## src/rtl/hilo_muldiv_sched.sv

```systemverilog
// HILO sequencer: launches mul/div, stalls EX until the result is back,
// then writes HI/LO. Ports: pipeline ctl, mul/div handshake, HILO write.
module hilo_muldiv_sched #(
  parameter int MUL_LAT = 2
) (
  input  logic        clk,
  input  logic        resetn,
  input  logic        op_valid_e,
  input  logic [7:0]  aluop_e,
  input  logic [31:0] src_a,
  input  logic [31:0] src_b,
  input  logic        flush_e,
  output logic        stall_e,
  output logic        busy,
  output logic [31:0] op_a,
  output logic [31:0] op_b,
  output logic        mul_start,
  output logic        mul_signed,
  input  logic [63:0] mul_result,
  output logic        div_start,
  output logic        div_signed,
  input  logic        div_done,
  input  logic [63:0] div_result,
  output logic        div_cancel,
  output logic        hi_we,
  output logic        lo_we,
  output logic [31:0] hi_wdata,
  output logic [31:0] lo_wdata
);

  localparam logic [7:0] OP_MFHI  = 8'b0001_0000;
  localparam logic [7:0] OP_MTHI  = 8'b0001_0001;
  localparam logic [7:0] OP_MFLO  = 8'b0001_0010;
  localparam logic [7:0] OP_MTLO  = 8'b0001_0011;
  localparam logic [7:0] OP_MULT  = 8'b0001_1000;
  localparam logic [7:0] OP_MULTU = 8'b0001_1001;
  localparam logic [7:0] OP_DIV   = 8'b0001_1010;
  localparam logic [7:0] OP_DIVU  = 8'b0001_1011;

  localparam logic [3:0] CNT_INIT = 4'(MUL_LAT - 1);

  typedef enum logic [1:0] {
    IDLE,
    MUL_WAIT,
    DIV_WAIT,
    WRITE
  } state_t;

  state_t      state;
  state_t      nxt;
  logic [3:0]  cnt;
  logic [63:0] res;
  logic        go;
  logic        is_mul;
  logic        is_div;
  logic        is_mf;
  logic        cap_mul;
  logic        cap_div;

  assign go     = op_valid_e & ~flush_e;
  assign is_mul = (aluop_e == OP_MULT) | (aluop_e == OP_MULTU);
  assign is_div = (aluop_e == OP_DIV) | (aluop_e == OP_DIVU);
  assign is_mf  = (aluop_e == OP_MFHI) | (aluop_e == OP_MFLO);
  assign busy   = (state != IDLE);

  // Strobes are held low while reset is asserted, whatever the inputs.
  always_comb begin
    nxt        = state;
    stall_e    = 1'b0;
    mul_start  = 1'b0;
    div_start  = 1'b0;
    div_cancel = 1'b0;
    hi_we      = 1'b0;
    lo_we      = 1'b0;
    hi_wdata   = 32'd0;
    lo_wdata   = 32'd0;
    cap_mul    = 1'b0;
    cap_div    = 1'b0;
    if (resetn) begin
      unique case (state)
        IDLE: begin
          if (go) begin
            unique case (1'b1)
              is_mul: begin
                mul_start = 1'b1;
                stall_e   = 1'b1;
                nxt       = MUL_WAIT;
              end
              is_div: begin
                // Divide by zero passes through untouched.
                if (src_b != 32'd0) begin
                  div_start = 1'b1;
                  stall_e   = 1'b1;
                  nxt       = DIV_WAIT;
                end
              end
              (aluop_e == OP_MTHI): begin
                hi_we    = 1'b1;
                hi_wdata = src_a;
              end
              (aluop_e == OP_MTLO): begin
                lo_we    = 1'b1;
                lo_wdata = src_a;
              end
              default: ;
            endcase
          end
        end
        MUL_WAIT: begin
          if (flush_e) begin
            nxt = IDLE;
          end else begin
            stall_e = 1'b1;
            if (cnt == 4'd0) begin
              cap_mul = 1'b1;
              nxt     = WRITE;
            end
          end
        end
        DIV_WAIT: begin
          if (flush_e) begin
            div_cancel = 1'b1;
            nxt        = IDLE;
          end else begin
            stall_e = 1'b1;
            if (div_done) begin
              cap_div = 1'b1;
              nxt     = WRITE;
            end
          end
        end
        WRITE: begin
          nxt = IDLE;
          if (!flush_e) begin
            hi_we    = 1'b1;
            lo_we    = 1'b1;
            hi_wdata = res[63:32];
            lo_wdata = res[31:0];
          end
        end
        default: nxt = IDLE;
      endcase
      // MFHI/MFLO must not read HILO while a write is pending.
      if (is_mf && op_valid_e && !flush_e &&
          (state == MUL_WAIT || state == DIV_WAIT))
        stall_e = 1'b1;
    end
  end

  always_ff @(posedge clk or negedge resetn) begin
    if (!resetn) begin
      state      <= IDLE;
      cnt        <= 4'd0;
      op_a       <= 32'd0;
      op_b       <= 32'd0;
      mul_signed <= 1'b0;
      div_signed <= 1'b0;
      res        <= 64'd0;
    end else begin
      state <= nxt;
      if (mul_start) begin
        op_a       <= src_a;
        op_b       <= src_b;
        mul_signed <= (aluop_e == OP_MULT);
        cnt        <= CNT_INIT;
      end
      if (div_start) begin
        op_a       <= src_a;
        op_b       <= src_b;
        div_signed <= (aluop_e == OP_DIV);
      end
      if (state == MUL_WAIT && cnt != 4'd0)
        cnt <= cnt - 4'd1;
      if (cap_mul)
        res <= mul_result;
      if (cap_div)
        res <= div_result;
    end
  end

endmodule

```

## config.mk

```make
export PLATFORM = sky130hd
export DESIGN_NAME = hilo_muldiv_sched
export DESIGN_NICKNAME = d
export VERILOG_FILES = /design/src/rtl/hilo_muldiv_sched.sv
export SDC_FILE = /design/constraint.sdc
export NUM_CORES = 1
export LEC_CHECK = 0
export BUFFER_PORTS_ARGS = -buffer_cell sky130_fd_sc_hd__buf_2
export CAP_MARGIN = 30
export CORE_AREA = 2 2 134 136
export CTS_BUF_LIST = sky130_fd_sc_hd__clkbuf_4
export CTS_CLUSTER_SIZE = 28
export DETAILED_ROUTE_END_ITERATION = 10
export DIE_AREA = 0 0 136 138
export PLACE_DENSITY = 0.74
export SYNTH_ARGS = -nofsm -noshare
export SYNTH_HDL_FRONTEND = slang
export SYNTH_SLANG_ARGS = --single-unit
```

## constraint.sdc

```tcl
create_clock -name clk -period 3.3 [get_ports clk]
set_clock_uncertainty 0.05 [all_clocks]
set_input_delay 0.165 -clock clk [delete_from_list [all_inputs] [get_ports clk]]
set_output_delay 0.165 -clock clk [all_outputs]
set_load 0.01 [all_outputs]
```

Word-level counts from Yosys, hierarchy flattened
Cells that the tools add are included.
{"block": "word_totals", "input_bits": 205, "out_inout_bits": 137, "reg_bits": 136, "wordCells": 105}
{"block": "classes", "n_eq_ne": 16, "muxes": 60, "n_reduce_logical": 16, "bitwise": 5, "add_sub_neg": 1}
{"cell": "$mux W32", "n": 12}
{"cell": "$mux W64", "n": 2}
{"cell": "$pmux W32 S2", "n": 2}
{"cell": "$eq A8 B5 Y1 const B", "n": 8}
{"cell": "$reduce_bool A32 Y1", "n": 1}
{"cell": "$mux W1", "n": 30}
{"cell": "$mux W2", "n": 6}
{"cell": "$ne A3 B3 Y1 const B", "n": 4}
{"cell": "$mux W4", "n": 2}
{"cell": "$pmux W1 S2", "n": 4}
{"cell": "$pmux W2 S4", "n": 1}
{"cell": "$reduce_bool A2 Y1", "n": 4}
{"cell": "$reduce_and A6 Y1", "n": 1}
{"cell": "$eq A2 B2 Y1 const B", "n": 2}
{"cell": "$logic_and A1 B1 Y1", "n": 4}
{"cell": "$logic_not A4 Y1", "n": 1}
{"cell": "$pmux W2 S2", "n": 1}
{"cell": "$reduce_bool A4 Y1", "n": 1}
{"cell": "$sub A4 B1 Y4 const B", "n": 1}
{"cell": "$or A1 B1 Y1", "n": 3}
{"cell": "$eq A2 B1 Y1 const B", "n": 1}
{"cell": "$logic_not A2 Y1", "n": 1}
{"cell": "$ne A2 B2 Y1 const B", "n": 1}
{"cell": "$reduce_or A2 Y1", "n": 1}
{"cell": "other kinds (4)", "n": 4}

Logic depth before layout (Yosys ltp)
Gate-level depths: netlist of run 1.
{"block": "logic_depth", "word_depth": 8, "mapped_depth": 8, "mapped_depth_nobuf": 7}

Worst setup path before layout of run 1
OpenSTA, ideal clock, no wires.
{"block": "synth_path", "path_kind": "reg-to-output", "startpoint": "register state[0]", "endpoint": "output hi_wdata[21]", "required_time_ps": 3085, "slack_ps": 1154, "stages_incl_launch_ff": 8, "t_arrival_ps": 1931, "path_cell_list": "dfrtp_1 -> inv_1 -> ha_1 -> inv_1 -> nand2_1 -> nor2_1 -> clkbuf_1 -> a22o_1"}
{"block": "synth_via", "elab_chain_cells": 3}
{"element": "start, declared", "line_no": "49", "text": "state_t state;"}
{"element": "start signal, assigned", "line_no": "160", "text": "state <= nxt;"}
{"element": "$eq A2 B2 Y1 / $logic_not A2 Y1 (equally long branches)", "line_no": "80", "text": "unique case (state)"}
{"element": "$pmux W32 S2 *", "line_no": "80"}
{"element": "$mux W32 *", "line_no": "79", "text": "if (resetn) begin"}
{"element": "end, declared", "line_no": "27", "text": "output logic [31:0] hi_wdata,"}
Mark *: on every way between the ends. The rest lies on a longest branch, timed or not.

Worst setup path after layout of run 1
{"block": "layout_path", "startpoint": "input flush_e", "endpoint": "output lo_wdata[7]"}
{"block": "layout_via", "elab_chain_cells": 5}
{"element": "start, declared", "line_no": "12", "text": "input logic flush_e,"}
{"element": "$not A1 Y1", "line_no": "60", "text": "assign go = op_valid_e & ~flush_e;"}
{"element": "$and A1 B1 Y1", "line_no": "60"}
{"element": "$mux W32", "line_no": "82", "text": "if (go) begin"}
{"element": "$pmux W32 S2 *", "line_no": "80"}
{"element": "$mux W32 *", "line_no": "79"}
{"element": "end, declared", "line_no": "28", "text": "output logic [31:0] lo_wdata"}
Marked as above.

==> results of run 1 <==
power by group through the flow:
stage,Combinational [mW],Clock (mW),Sequential (mW)
finish,2.13,1.07,2.44
global route,2.33,1.19,2.49
CTS,2.04,1.11,2.41
detailed placement,1.31,0,2.45
global placement,1.28,0,2.43
floorplan,0.878,0,2.38
area by class of cell:
cell class	count	area [um^2]
fillers	1355	6570
repair buffers	552	3840
flip-flops and latches	136	3400
multi-input cells	398	3120
well taps	229	287
clock inverters	15	139
clock buffers	17	128
inverters	12	45.0
diodes	2	5.00
cell usage in the layout (no fill, tap or decap), types with 4 or more instances in the layout:
cell / count
buf_2: 340
dlygate4sd3_1: 198
dfrtp_1: 136
nor2_1: 67
a21oi_1: 67
mux2i_1: 66
mux2_2: 48
a22o_2: 44
a22o_1: 20
clkbuf_4: 17
mux2_1: 16
inv_1: 12
buf_4: 10
nor4_1: 9
nand2_1: 7
inv_6: 7
nand2b_1: 6
ha_1: 6
o211ai_1: 4
registers in the layout, indices dropped and copies added, names as in the netlist:
name / cells
state: 2
op_b: 32
div_signed: 1
op_a: 32
mul_signed: 1
cnt: 4
res: 64
logic make-up (layout without fill, tap and decap cells):
| kind of cell | count (synthesis) | after routing | synth area share (%) |
|---|---|---|---|
| compound gates | 150 | 150 | 16.2 |
| xor+xnor | 1 | 1 | 0.129 |
| fa+ha+maj | 6 | 6 | 1.10 |
| flops | 136 | 136 | 50.0 |
| buf+inv | 53 | 596 | 4.36 |
| other cells | 0 | 2 | 0 |
| mux | 130 | 130 | 20.3 |
| simple gates | 111 | 111 | 7.92 |
worst register-to-register path, delay by kind of cell (launching register included):
family / cells / cell delay [ns]
buffers and inverters: 4 / 1.11
and+or+nand+nor: 1 / 0.77
DFF: 1 / 0.44
muxes: 1 / 0.28
adders and majority gates: 1 / 0.24
AOI/OAI and AO/OA: 1 / 0.11
per-layer routing:
metal  vias up  GRT usage (%)  part of all wire, %
li1       3231              -                    -
met4         0           14.0                  4.7
met3        87           7.26                  8.0
met2       395           45.6                   50
met1      3457           29.6                   37
met5         -              0                    0
repair_timing:
action / in CTS / in global routing
hold buffers: 198 / 0
endpoints found under the hold margin: 269 / 0
buffers inserted: 0 / 0
final timing paths:
kind,startpoint,end,slack [ns],depth (start not counted)
worst min-delay path,aluop_e[3],state[0],0.14,6
min in group asynchronous,resetn,op_a[4],0.38,4
worst min register to register,op_a[24],op_a[24],0.45,1
worst max register to register,state[1],res[16],0.17,8
worst max-delay path,flush_e,lo_wdata[7],0.09,9
max in group asynchronous,resetn,op_b[27],2.13,3
==> reports/metrics.yaml, run 1 <==
job:
  maxCapViolCount: 0
route:
  viasPerCell: 5.27
  drtIter0Drc: 305
  drc: 0
  vias: 7170
  detail-route-antenna-nets: 0
  wirelength_mm: 25.1
  wl_per_cell_um: 18.4
  drtPass1Iterations: 8
cts:
  clk_pin_slew_ns: 0.13
  clock-root-buffer: "clkbuf_4"
  insertion_delay_ns: 0.54
  clk_path_buf_depth: 2
  cts_resized: 0
  clkSinkCount: 136
  cts_tree: "yes"
  cts_inserted_buffers: 17
  htreeDepth: 4
die:
  coreArea_mm2: 0.0175
  die_area_mm2: 0.0188
  chipWidth_um: 136
  fp-row-count: 49
  ioPinCount: 342
  die_h_um: 138
  start_util_pct: 38.8
power:
  power_density_mw_per_mm2: 515
  switchingPower_mw: 1.84
  netSwitchingFraction_pct: 32.6
  power_frac_clock_pct: 19.0
  seqPwrFrac_pct: 43.2
  comb_power_share_pct: 37.8
  p_int_mw: 3.81
  max-vdd-ir-drop_mv: 0.304
  total_power_mw: 5.65
  p_leak_nw: 6.13
sta:
  timing.final.crit_share_pct: 97.4
  hold_violations: 0
  whs_ns: 0.140
  slew_violations: 0
  fmax_mhz: 311
  layout_setup_ws_ns: 0.0874
  setup_viol: 0
  min_period_ns: 3.21
  setup_total_negative_slack_ns: 0
  rsz0062_at_grt: "false"
  slew_headroom_pct: 48.1
  timing_worst_slew_pin_value_ns: 0.779
worst_setup_path:
  crit_arrival_ns: 3.00
  crit_buf_inv: 4
  path_cells: "dlygate4sd3_1 > buf_2 > nand2b_1 > or4_4 > or3_4 > nor2_4 > buf_12 > a22o_2 > buf_2"
  cp.required_ns: 3.08
  crit_slowest_cell: "or4_4"
  crit_path_max_incr_delay_ns: 0.54
  critical_path_class: "in -> out"
  end_kind: "output port"
  startpoint_type: "input pin"
  critical_path.max_fanout: 18
  crit_top_cell: "buf_2"
  cp_top_family: "simple AND/OR/NAND/NOR gates"
synth:
  ys_ff_latch: 136
  synth.avg_cell_area_um2: 11.6
  synth_top_area_share_pct: 50.0
  ys.warnings.count: 0
  synth_edf_count: 0
  ys.flop_type: "dfrtp_1"
  synth_top_area_cell: "dfrtp_1"
  syn_area_mm2: 0.00681
  synth_fp_nets: 798
  synthTopCellsByArea: "dfrtp_1, mux2i_1, mux2_2"
  synthTopCellsByCount: "dfrtp_1, nor2_1, a21oi_1"
  synth_cell_type_count: 43
  synth_seq_area_share_pct: 50.0
  async_flop_share_pct: 100
  synth_most_common_cell: "dfrtp_1"
  syn_inst: 587
finish:
  fin_nets: 1328
  drive_gt1_share_pct: 43.1
  final_util_pct: 62.5
  instances_no_fill: 1361
  syn2layout_area_growth_pct: 61.1
  final_cell_area_mm2: 0.0110
global_route:
  first_global_vias: 7545
  grt.total_usage_pct: 26.5
  grt_overflow: 0
  grt_pass1_wl_mm: 38.7
  grt_max_degree: 75
  antenna_found_initial: 2
min_path:
  hp-class: "in -> reg"
place:
  place_ws_ns: 0.613
  port_buffers: 341
  dpl_cell_area_mm2: 0.00868
  dp_hpwl_mm: 15.4
  gp_congestion: 0.832
  dp_cells: 1128
outcome:
  status: "completed"
(Power assumes the default switching activity.)
==> run 2, diff against run 1 <==
- PLACE_DENSITY: 0.74 -> 0.71
==> run 2 against run 1 <==
Net effect:
- critical path depth is the same
- utilization increased by 0.16 points
- design area rose by 0.25%
- critical path type unchanged
- critical endpoint is now lo_wdata[0]
==> reports/metrics.yaml, run 2 (same netlist as run 1, synthesis figures left out) <==
sta:
  setup_viol: 0  # unchanged
  setup_total_negative_slack_ns: 0  # unchanged
  rsz0062_at_grt: "false"  # unchanged
  slew_headroom_pct: 39.3  # was 48.1%
  layout_setup_ws_ns: 0.190  # was 0.0874 ns
  timing.final.crit_share_pct: 94.2  # was 97.4%
  slew_violations: 0  # unchanged
  hold_violations: 0  # unchanged
  timing_worst_slew_pin_value_ns: 0.910  # was 0.779 ns
  min_period_ns: 3.11  # was 3.21 ns
  fmax_mhz: 322  # was 311 MHz
global_route:
  grt.total_usage_pct: 25.9  # was 26.5%
  grt_overflow: 0  # unchanged
  grt_max_degree: 81  # was 75
  first_global_vias: 7520  # was 7545
  antenna_found_initial: 2  # unchanged
  grt_pass1_wl_mm: 37.8  # was 38.7 mm
job:
  maxCapViolCount: 0  # unchanged
worst_setup_path:
  critical_path.max_fanout: 20  # was 18
  crit_slowest_cell: "or4_4"  # unchanged
  cp_top_family: "simple AND/OR/NAND/NOR gates"  # unchanged
  crit_top_cell: "buf_2"  # unchanged
  crit_arrival_ns: 2.89  # was 3.00 ns
  crit_buf_inv: 4  # unchanged
  startpoint_type: "input pin"  # unchanged
  crit_path_max_incr_delay_ns: 0.55  # was 0.54 ns
  crit_cells: 9  # unchanged
  end_kind: "output port"  # unchanged
  critical_path_class: "in -> out"  # unchanged
  path_cells: "dlygate4sd3_1 > buf_2 > nand2b_1 > or4_4 > or3_4 > nor2_4 > buf_12 > a22o_1 > buf_2"  # was dlygate4sd3_1 > buf_2 > nand2b_1 > or4_4 > or3_4 > nor2_4 > buf_12 > a22o_2 > buf_2
  reg2reg_depth: 8  # unchanged
  cp.required_ns: 3.08  # about the same
  r2r_slack_ns: 0.25  # was 0.17 ns
power:
  power_density_mw_per_mm2: 533  # was 515 mW/mm^2
  netSwitchingFraction_pct: 31.2  # was 32.6%
  max-vdd-ir-drop_mv: 0.314  # was 0.304 mV
  power_frac_clock_pct: 21.8  # was 19.0%
  switchingPower_mw: 1.83  # was 1.84 mW
  comb_power_share_pct: 36.1  # was 37.8%
  p_leak_nw: 6.15  # was 6.13 nW
  seqPwrFrac_pct: 42.1  # was 43.2%
  p_int_mw: 4.03  # was 3.81 mW
finish:
  mostFrequentLayoutCells: "buf_2, dlygate4sd3_1, dfrtp_1"  # unchanged
  seqCellArea_mm2: 0.00340  # unchanged
  largest_reg_flops: 64  # unchanged
  fin_nets: 1323  # was 1328
  syn2layout_area_growth_pct: 61.5  # was 61.1%
  reg_top3: "res: 64 flops, op_a: 32 flops, op_b: 32 flops"  # unchanged
  regMostFlops: "res"  # unchanged
  drive_gt1_share_pct: 43.2  # was 43.1%
  multiInputGateArea_mm2: 0.00312  # unchanged
  nFillCells: 1399  # was 1355
  layout_commonest_cell: "buf_2"  # unchanged
cts:
  clock-root-buffer: "clkbuf_4"  # unchanged
  cts_resized: 0  # unchanged
  cts_tree: "yes"  # unchanged
  cts_inserted_buffers: 17  # unchanged
  hold_buffers: 196  # was 198
  clkSinkCount: 136  # unchanged
  clk_pin_slew_ns: 0.14  # was 0.13 ns
  clk_path_buf_depth: 2  # unchanged
  postCtsSetupBuffers: 0  # unchanged
  htreeDepth: 4  # unchanged
  insertion_delay_ns: 0.54  # about the same
die:
  die_h_um: 138  # unchanged
  die_area_mm2: 0.0188  # unchanged
  start_util_pct: 38.8  # unchanged
  fp-row-count: 49  # unchanged
  coreArea_mm2: 0.0175  # unchanged
  ioPinCount: 342  # unchanged
  chipWidth_um: 136  # unchanged
route:
  viasPerCell: 5.21  # was 5.27
  drtPass1Iterations: 7  # was 8
  vias: 7066  # was 7170
  wirelength_mm: 24.7  # was 25.1 mm
  wl_per_cell_um: 18.2  # was 18.4 um
  drtIter0Drc: 330  # was 305
  drc: 0  # unchanged
  detail-route-antenna-nets: 0  # unchanged
place:
  port_buffers: 341  # unchanged
  gp_congestion: 0.878  # was 0.832
  place_ws_ns: 0.698  # was 0.613 ns
  dp_hpwl_mm: 15.2  # was 15.4 mm
outcome:
  status: "completed"  # unchanged
min_path:
  hp-class: "in -> async"  # was in -> reg
## run 2: changes by cell type in the layout (fill, tap and decap cells not counted)
cell           previous run  this run
clkinv_2                  0         3
buf_16                    1         0
bufinv_16                 1         4
buf_4                    10         6
inv_6                     7         4
clkinvlp_4                3         2
dlygate4sd3_1           198       196
diode_2                   2         3
clkbuf_4                 17        18
clkinv_4                  2         1
buf_12                    2         4
clkinv_1                  2         0
## run 2: power by group through the flow
stage | clock network [mW] | registers, mW | logic [mW]
2_1_floorplan | 0 | 2.38 | 0.878
3_3_place_gp | 0 | 2.48 | 1.27
3_5_place_dp | 0 | 2.48 | 1.32
4_1_cts | 1.31 | 2.44 | 2.05
5_1_grt | 1.39 | 2.51 | 2.32
6_report | 1.28 | 2.47 | 2.12
## run 2: worst reg2reg max path, stage by stage, from the launching register on
cell and delay, ns:
dfrtp_1 0.44, inv_1 0.14, ha_1 0.22, inv_1 0.06
or4_4 0.76, buf_12 0.33, mux2i_1 0.25, a21oi_1 0.10
dlygate4sd3_1 0.60
## run 2: metal layers
metal / vias to the layer above / part of all wire, % / track usage, %
li1: 3216 / - / -
met1: 3432 / 38 / 28.5
met2: 342 / 51 / 46.4
met3: 76 / 7.0 / 6.38
met4: 0 / 3.7 / 12.3
met5: - / 0 / 0
## run 2: layout make-up
| class | instances | area share, % |
|---|---|---|
| clock inverter | 14 | 1.76 |
| tap | 229 | 2.61 |
| multi-input combinational | 398 | 28.4 |
| antenna | 3 | 0.0683 |
| clock buffer | 18 | 1.23 |
| timing repair buffer | 547 | 34.6 |
| inverter | 12 | 0.410 |
| sequential | 136 | 31.0 |
## run 2: per-stage QoR
step	util (%)	cell area [um^2]	hold slack, ns	power, mW	instances
finish	62.7	11000	0.0622	5.86	1357
global route	62.7	11000	0.0534	6.21	1356
CTS	62.6	11000	0.0391	5.80	1354
detailed placement	49.6	8690	0.0878	3.80	1126
global placement	49.6	8690	0.0882	3.75	1126
floorplan	-	6810	-0.181	3.25	587
## run 2: worst paths after layout
check	start	endpoint
min in group clk	aluop_e[3]	cnt[3]
worst min-delay path	resetn	op_b[6]
worst min register to register	op_b[18]	op_b[18]
worst max-delay path	flush_e	lo_wdata[0]
worst max register to register	state[1]	res[17]
max in group asynchronous	resetn	op_a[30]
==> run 3, diff against run 2 <==
- CORE_AREA: 2 2 134 136 -> 10 10 136 150
- DIE_AREA: 0 0 136 138 -> 0 0 146 160
==> run 3 against run 2 <==
Net effect:
- fmax up 1.3%
- worst hold slack improved by 0.073 ns
- non-clock buffer count rose by 2
- cell count is 0.81% higher
- global-route usage down 2.8 points
- utilization is 0.30 points higher
- clock power shrank 12%
- first-iteration DRC count up 46%
- critical path depth stayed put
- via count rose by 1.0%
- sequential power hardly changed
- power decreased by 2.3%
- critical path type unchanged
- critical endpoint is now lo_wdata[23]
==> reports/metrics.yaml, run 3 (same netlist as run 1, synthesis figures left out) <==
outcome:
  status: "completed"  # unchanged
cts:
  clk_pin_slew_ns: 0.12  # was 0.14 ns
  clock-root-buffer: "clkbuf_4"  # unchanged
  postCtsSetupBuffers: 0  # unchanged
  cts_inserted_buffers: 17  # unchanged
  cts_resized: 0  # unchanged
  htreeDepth: 4  # unchanged
  insertion_delay_ns: 0.54  # about the same
  clk_path_buf_depth: 2  # unchanged
  clkSinkCount: 136  # unchanged
  cts_tree: "yes"  # unchanged
global_route:
  grt_max_degree: 78  # was 81
  top_usage_layer: "met2"  # unchanged
  grt_overflow: 0  # unchanged
  first_global_vias: 7727  # was 7520
  antenna_found_initial: 3  # was 2
  met3_usage_pct: 7.29  # was 6.38%
  met2_usage_pct: 39.6  # was 46.4%
  grt_pass1_wl_mm: 43.2  # was 37.8 mm
  gr-usage-met1_pct: 25.3  # was 28.5%
  grt.total_usage_pct: 23.1  # was 25.9%
power:
  switchingPower_mw: 1.90  # was 1.83 mW
  comb_power_share_pct: 37.3  # was 36.1%
  power_frac_clock_pct: 19.8  # was 21.8%
  seqPwrFrac_pct: 42.9  # was 42.1%
  max-vdd-ir-drop_mv: 0.292  # was 0.314 mV
  p_int_mw: 3.83  # was 4.03 mW
  power_density_mw_per_mm2: 522  # was 533 mW/mm^2
  netSwitchingFraction_pct: 33.2  # was 31.2%
  p_leak_nw: 6.13  # was 6.15 nW
min_path:
  hold_depth: 6
  hold_start: "aluop_e[3]"
  hp-class: "in -> reg"  # was in -> async
  holdPathEnd: "state[0]"
sta:
  timing_worst_slew_pin_value_ns: 0.783  # was 0.910 ns
  setup_viol: 0  # unchanged
  timing.final.crit_share_pct: 93.0  # was 94.2%
  hold_violations: 0  # unchanged
  rsz0062_at_grt: "false"  # unchanged
  whs_ns: 0.136  # was 0.0622 ns
  fmax_mhz: 326  # was 322 MHz
  setup_total_negative_slack_ns: 0  # unchanged
  min_period_ns: 3.07  # was 3.11 ns
  slew_violations: 0  # unchanged
  slew_headroom_pct: 47.8  # was 39.3%
  layout_setup_ws_ns: 0.230  # was 0.190 ns
route:
  drtPass1Iterations: 5  # was 7
  drtIter0Drc: 483  # was 330
  detail-route-antenna-nets: 0  # unchanged
  wirelength_mm: 27.9  # was 24.7 mm
  wl_per_cell_um: 20.4  # was 18.2 um
  vias: 7137  # was 7066
  viasPerCell: 5.22  # was 5.21
  drc: 0  # unchanged
worst_setup_path:
  critical_path_class: "in -> out"  # unchanged
  crit_arrival_ns: 2.85  # was 2.89 ns
  startpoint_type: "input pin"  # unchanged
  r2r_start: "state[1]"  # unchanged
  reg2reg_depth: 8  # unchanged
  worstReg2RegEnd: "res[39]"  # was res[17]
  r2r_slack_ns: 0.31  # was 0.25 ns
  cp.required_ns: 3.08  # about the same
  critical_path.max_fanout: 32  # was 20
  end_kind: "output port"  # unchanged
finish:
  fin_nets: 1325  # was 1323
  syn2layout_area_growth_pct: 61.2  # was 61.5%
  largest_reg_flops: 64  # unchanged
  final_cell_area_mm2: 0.0110  # about the same
  regMostFlops: "res"  # unchanged
  reg_top3: "res: 64 flops, op_a: 32 flops, op_b: 32 flops"  # unchanged
  mostFrequentLayoutCells: "buf_2, dlygate4sd3_1, dfrtp_1"  # unchanged
  drive_gt1_share_pct: 43.1  # was 43.2%
  layout_commonest_cell: "buf_2"  # unchanged
die:
  chipWidth_um: 146  # was 136 um
  start_util_pct: 39.1  # was 38.8%
  coreArea_mm2: 0.0174  # was 0.0175 mm^2
  die_h_um: 160  # was 138 um
  ioPinCount: 342  # unchanged
  fp-row-count: 51  # was 49
  die_area_mm2: 0.0234  # was 0.0188 mm^2
place:
  gp_congestion: 0.876  # was 0.878
  place_ws_ns: 0.764  # was 0.698 ns
  port_buffers: 341  # unchanged
  dpl_cell_area_mm2: 0.00869  # about the same
  dp_hpwl_mm: 17.9  # was 15.2 mm
job:
  maxCapViolCount: 0  # unchanged
[run 3: stage by stage]
step           util [%]  instances  power [mW]
6_report           63.0       1368        5.73
5_1_grt            63.0       1368        6.10
4_1_cts            62.9       1365        5.67
3_5_place_dp       49.9       1135        3.79
3_3_place_gp       49.9       1135        3.75
2_1_floorplan         -        587        3.25
[run 3: power groups by stage]
stage | sequential, mW | combinational, mW | clock (mW)
floorplan | 2.38 | 0.878 | 0
global placement | 2.46 | 1.29 | 0
detailed placement | 2.47 | 1.33 | 0
CTS | 2.43 | 2.06 | 1.18
global route | 2.51 | 2.34 | 1.25
finish | 2.46 | 2.14 | 1.13
[run 3: critical path, stage by stage]
cell and delay (ns):
dlygate4sd3_1 0.52, buf_2 0.16, nand2b_1 0.20, or4_4 0.54, or3_4 0.40, nor2_4 0.08
buf_4 0.40, a22o_2 0.22, buf_2 0.14
[run 3: worst max-delay path by stage]
stage                     depth (start not counted)      endpoint        from  slack, ns
final                                             9  lo_wdata[23]     flush_e       0.23
after global routing                              7       stall_e    state[0]       0.12
after CTS                                         9  hi_wdata[12]     flush_e       0.27
after detailed placement                          8  hi_wdata[12]  aluop_e[7]       0.76
after global placement                            8  hi_wdata[12]  aluop_e[7]       0.79
after floorplan                                   7  hi_wdata[21]    state[0]       1.15
[run 3: metal layers]
layer	part of all wire (%)	vias to the layer above
met5	0	-
met1	37	3447
met2	50	403
met3	8.4	86
li1	-	3201
met4	4.1	0
[run 3: area by class of cell]
class                           instances  area [um^2]
Antenna cell                            3         7.51
Clock buffer                           17          128
Clock inverter                         15          164
Fill cell                            1353         6450
Inverter                               12         45.0
Multi-Input combinational cell        398         3120
Sequential cell                       136         3400
Tap cell                              238          298
Timing Repair Buffer                  549         3810
[run 3: repair_timing]
action                                  in CTS  in global routing
endpoints found under the setup margin       0                  0
hold endpoints to repair                   271                  0
hold buffers                               198                  0
